--- src/rtl/ahb_fetch_unit.sv ---
// Instruction-fetch front end: single-word AHB reads into a prefetch FIFO.
// Redirect flushes the FIFO and drops any data phase already in flight.
module ahb_fetch_unit #(
    parameter int ADDR_W = 32,
    parameter int DATA_W = 32,
    parameter int DEPTH = 4,
    parameter logic [ADDR_W-1:0] RESET_PC = '0
) (
    input  logic              clock,
    input  logic              nRst,
    output logic              HBUSREQ,
    input  logic              HGRANT,
    output logic [ADDR_W-1:0] HADDR,
    output logic [1:0]        HTRANS,
    input  logic              HREADY,
    input  logic [DATA_W-1:0] HRDATA,
    output logic              inst_valid,
    input  logic              inst_ready,
    output logic [DATA_W-1:0] inst_data,
    output logic [ADDR_W-1:0] inst_pc,
    input  logic              redirect,
    input  logic [ADDR_W-1:0] redirect_pc
);
    localparam int OFF = $clog2(DATA_W / 8);
    localparam int PW = $clog2(DEPTH);
    localparam int CW = $clog2(DEPTH + 1);
    localparam logic [ADDR_W-1:0] INC = ADDR_W'(DATA_W / 8);
    localparam logic [CW-1:0] FULL = CW'(DEPTH);

    typedef enum logic [1:0] {S_REQ, S_ADDR, S_DATA} state_t;

    state_t state_q, state_d;
    logic [ADDR_W-1:0] fetch_pc_q, fetch_pc_d;
    logic [ADDR_W-1:0] data_pc_q, data_pc_d;
    logic [ADDR_W-1:0] pend_pc_q, pend_pc_d;
    logic pend_q, pend_d;
    logic discard_q, discard_d;
    logic [PW-1:0] rd_ptr_q, rd_ptr_d;
    logic [PW-1:0] wr_ptr_q, wr_ptr_d;
    logic [CW-1:0] count_q, count_d;
    logic [DATA_W-1:0] data_mem_q [DEPTH];
    logic [ADDR_W-1:0] pc_mem_q [DEPTH];
    logic room, req, push, pop;
    logic [ADDR_W-1:0] redir_pc;

    assign redir_pc = {redirect_pc[ADDR_W-1:OFF], {OFF{1'b0}}};
    assign room = count_q < FULL;

    assign HADDR = fetch_pc_q;
    assign HTRANS = (state_q == S_ADDR) ? 2'b10 : 2'b00;
    assign HBUSREQ = nRst & req;

    assign inst_valid = count_q != '0;
    assign inst_data = inst_valid ? data_mem_q[rd_ptr_q] : '0;
    assign inst_pc = inst_valid ? pc_mem_q[rd_ptr_q] : '0;

    assign push = (state_q == S_DATA) & HREADY & ~discard_q & ~redirect;
    assign pop = inst_valid & inst_ready & ~redirect;

    always_comb begin
        state_d = state_q;
        fetch_pc_d = fetch_pc_q;
        data_pc_d = data_pc_q;
        pend_d = pend_q;
        pend_pc_d = pend_pc_q;
        discard_d = discard_q;
        req = 1'b0;
        unique case (state_q)
            S_REQ: begin
                req = room;
                if (room && HGRANT) state_d = S_ADDR;
                if (redirect) fetch_pc_d = redir_pc;
            end
            S_ADDR: begin
                req = 1'b1;
                if (HREADY) begin
                    data_pc_d = fetch_pc_q;
                    fetch_pc_d = pend_q ? pend_pc_q : fetch_pc_q + INC;
                    pend_d = 1'b0;
                    state_d = S_DATA;
                    if (redirect) begin
                        fetch_pc_d = redir_pc;
                        discard_d = 1'b1;
                    end
                end else if (redirect) begin
                    // HADDR must hold while stalled; apply the new PC later
                    pend_d = 1'b1;
                    pend_pc_d = redir_pc;
                    discard_d = 1'b1;
                end
            end
            S_DATA: begin
                if (redirect) fetch_pc_d = redir_pc;
                if (HREADY) begin
                    discard_d = 1'b0;
                    state_d = S_REQ;
                end else if (redirect) begin
                    discard_d = 1'b1;
                end
            end
            default: state_d = S_REQ;
        endcase
    end

    always_comb begin
        rd_ptr_d = rd_ptr_q;
        wr_ptr_d = wr_ptr_q;
        count_d = count_q;
        if (redirect) begin
            rd_ptr_d = '0;
            wr_ptr_d = '0;
            count_d = '0;
        end else begin
            if (push) wr_ptr_d = wr_ptr_q + PW'(1);
            if (pop) rd_ptr_d = rd_ptr_q + PW'(1);
            count_d = count_q + CW'(push) - CW'(pop);
        end
    end

    always_ff @(posedge clock or negedge nRst) begin
        if (!nRst) begin
            state_q <= S_REQ;
            fetch_pc_q <= RESET_PC;
            data_pc_q <= '0;
            pend_q <= 1'b0;
            pend_pc_q <= '0;
            discard_q <= 1'b0;
            rd_ptr_q <= '0;
            wr_ptr_q <= '0;
            count_q <= '0;
        end else begin
            state_q <= state_d;
            fetch_pc_q <= fetch_pc_d;
            data_pc_q <= data_pc_d;
            pend_q <= pend_d;
            pend_pc_q <= pend_pc_d;
            discard_q <= discard_d;
            rd_ptr_q <= rd_ptr_d;
            wr_ptr_q <= wr_ptr_d;
            count_q <= count_d;
        end
    end

    always_ff @(posedge clock) begin
        if (push) begin
            data_mem_q[wr_ptr_q] <= HRDATA;
            pc_mem_q[wr_ptr_q] <= data_pc_q;
        end
    end
endmodule
--- config.mk ---
export PLATFORM = sky130hd
export DESIGN_NAME = ahb_fetch_unit
export DESIGN_NICKNAME = d
export VERILOG_FILES = /design/src/rtl/ahb_fetch_unit.sv
export SDC_FILE = /design/constraint.sdc
export NUM_CORES = 1
export LEC_CHECK = 0
export BUFFER_PORTS_ARGS = -buffer_cell sky130_fd_sc_hd__buf_2
export CORE_MARGIN = 2
export CORE_UTILIZATION = 52
export CTS_BUF_LIST = sky130_fd_sc_hd__clkbuf_4
export DETAILED_ROUTE_END_ITERATION = 10
export PLACE_DENSITY = 0.72
export SLEW_MARGIN = 20
export SYNTH_ARGS = -nofsm -noshare
export SYNTH_HDL_FRONTEND = slang
export SYNTH_SLANG_ARGS = --single-unit
export TNS_END_PERCENT = 1
--- constraint.sdc ---
create_clock -name clock -period 3.6 [get_ports clock]
set_clock_uncertainty 0.2 [all_clocks]
set_input_delay 0.72 -clock clock [delete_from_list [all_inputs] [get_ports clock]]
set_output_delay 0.72 -clock clock [all_outputs]
set_load 0.01 [all_outputs]
==> out/metrics.yaml <==
timing:
  max_freq_ghz: 0.296
  fin_crit_sh_pct: 93.8
  rsz0062_at_grt: "false"
  finalSetupViolCount: 0
  tns_ns: 0
  finalHoldViolCount: 0
  tightest_slew_ns: 0.936
  fin_crit_ns: 3.38
  whs_ns: 0.0668
  maxSlewViolCount: 0
  slew_headroom_pct: 37.6
setup_path:
  cp_cell_sequence: "buf_4, mux4_2, and2_1, buf_2"
  critPathTopFamily: "flip-flops"
  reg2regPathDepth: 12
  crit_path_top_delay_cell: "dfrtp_4"
  crit_cells: 4
  critPathArrivalTime_ns: 2.46
  r2r_start: "state_q[0]"
  worst-path-max-fanout: 16
  critPathCapture: "inst_pc[22]"
  worstPathBufferInverterCount: 2
  slowest_delay_ns: 0.64
  regToRegSetupSlack_ns: 0.74
  rr_endpoint: "count_q[2]"
  crit_start: "rd_ptr_q[0]"
  required_ns: 2.68
  endpoint_kind: "primary output"
  worstSetupPathType: "reg2out"
  cp-start-kind: "flip-flop"
pwr:
  total_power_w: 0.0129
  pwr_density_cell_nw_per_um2: 737
  leakagePower_nw: 6.68
  ir_drop_v: 0.000422
synth:
  syn_avg_cell_area_um2: 16.1
  synth-main-ff-cell: "edfxtp_1"
  yosysUniqueCellTypes: 63
  postSynthCellCount: 913
  yosysTopAreaCell: "edfxtp_1"
  yosysMostFrequentCell: "edfxtp_1"
  yosys_register_bits: 349
  synth.top_cell.area_share_pct: 50.8
  ys_seq_area_share_pct: 68.0
  synth-async-reset-ratio_pct: 28.9
  ys_warn_count: 0
  yosys-top-cells-area: "edfxtp_1 51%, dfrtp_1 17%, mux4_2 9.5%, mux2_2 4.5%, and2_1 2.9%"
  synth_common_cells: "248 x edfxtp_1, 101 x dfrtp_1, 68 x and2_1, 62 x mux4_2, 58 x mux2_2"
  synth-edff-count: 248
  synthesis.area_um2: 14700
final_layout:
  utilization_pct: 63.1
  fill_cells: 2121
  nNetsFinal: 1251
  stdcell_area_um2: 17500
  multi_input_area_um2: 4370
  area_delta_synth_final_pct: 19.6
  drive_gt1_share_pct: 37.8
  seqCellArea_um2: 9980
grt:
  grt_overflow: 0
  track_usage_pct: 21.2
  grt_max_degree: 102
  grt_pass1_wl_um: 48100
  grt_pass1_vias: 9088
  antenna_found_initial: 1
route:
  drtPass1Iterations: 5
  first_iter_violations: 502
  ant_nets: 0
  wire_per_inst_um: 18.6
  routed_wl_um: 30200
  vias_per_cell: 5.44
  drc: 0
  num_vias: 8820
clocking:
  clk_pin_slew_worst_paths_ns: 0.06
  cts_buffer_depth: 3
  htreeDepth: 3
  clock-root-buffer: "clkbuf_4"
  cts_tree: "done"
  cts.sinks: 349
  cts_setup_buffers: 0
  clkLatencyLatePin_ns: 0.68
  numCtsBuffers: 89
die:
  fp.dieH_um: 172
  die_w_um: 172
  ios: 170
  start_util_pct: 52.8
  coreArea_um2: 27800
  num_rows: 61
  die_area_um2: 29600
worst_hold_path:
  hp-class: "in2reg"
place:
  dp_hpwl_um: 18900
  placed_area_um2: 16000
  place.gp.congestion: 0.825
  portBuffers: 162
run:
  maxCapViolCount: 0
outcome:
  status: "finished, final reports clean"
final cells by class:
type	instances	share of cell area [%]
flip-flops and latches	349	56.9
inverters	13	0.278
clock buffers	129	5.52
clock inverters	34	1.42
diodes	1	0.0143
well taps	378	2.70
multi-input cells	494	24.9
repair buffers	223	8.29
sequential cells by signal, summed over array words and instances, names as in the netlist:
signal	count
HADDR	30
count_q	3
data_mem_q	128
data_pc_q	30
discard_q	1
pc_mem_q	120
pend_pc_q	30
pend_q	1
rd_ptr_q	2
state_q	2
wr_ptr_q	2
metal layers:
layer / vias to the layer above / track usage (%) / share of wire (%)
met3: 59 / 4.74 / 6.6
met4: 0 / 8.77 / 2.7
li1: 4095 / - / -
met2: 288 / 33.8 / 47
met1: 4378 / 28.6 / 43
met5: - / 0 / 0
per-stage QoR:
| stage | std cells | setup WS, ns |
|---|---|---|
| after detailed placement | 1424 | 0.706 |
| final | 1621 | 0.223 |
| after global routing | 1621 | 0.0251 |
| after global placement | 1424 | 0.747 |
| after floorplan | 917 | 0.199 |
| after CTS | 1620 | 0.105 |
how the worst min path moves through the flow:
| stage | from | slack [ns] | cells after the start | end |
|---|---|---|---|---|
| finish | redirect_pc[23] | 0.07 | 2 | pend_pc_q[23] |
| floorplan | nRst | 0.22 | 0 | HADDR[10] |
| CTS | redirect_pc[23] | 0.005 | 2 | pend_pc_q[23] |
| global route | redirect_pc[14] | 0.04 | 2 | pend_pc_q[14] |
| detailed placement | pend_pc_q[10] | 0.29 | 1 | pend_pc_q[10] |
| global placement | pend_pc_q[10] | 0.28 | 1 | pend_pc_q[10] |
report_power, final:
part | leakage, nW | switching, W | total, W | internal [W]
sequential | 3.45 | 0.000756 | 0.00582 | 0.00507
clock | 0.720 | 0.00153 | 0.00348 | 0.00195
combinational | 2.51 | 0.00190 | 0.00362 | 0.00172
layout by cell type, fill, tap and decap left out, drive strengths merged, types with 6 or more instances in the layout:
master,count
xor2,8
or3,8
nor3,14
ha,10
edfxtp,248
nand3,27
o21ai,24
dlygate4sd3,33
nor2,28
mux2,58
and4,6
and2,69
a21oi,41
inv,16
mux2i,7
nand4,12
buf,190
mux4,62
o211ai,8
dfrtp,101
xnor2,10
nand2,41
clkinv,27
clkbuf,129
what timing repair did:
item,in CTS,in global routing
resized for setup,0,0
hold buffers,33,0
hold endpoints to repair,223,0
cell families (layout without fill, tap and decap cells):
logic type	count (synthesis)	in the layout	synth area share, %
AOI/OAI and AO/OA	106	106	4.54
xor gates and xnor gates	18	18	1.07
adders and majority gates	11	11	0.990
buffers and inverters	74	399	2.44
DFF	349	349	68.0
muxes	127	127	14.5
other	1	6	0.0256
and+or+nand+nor	227	227	8.48
No activity file was read; power rests on OpenSTA's default activity.
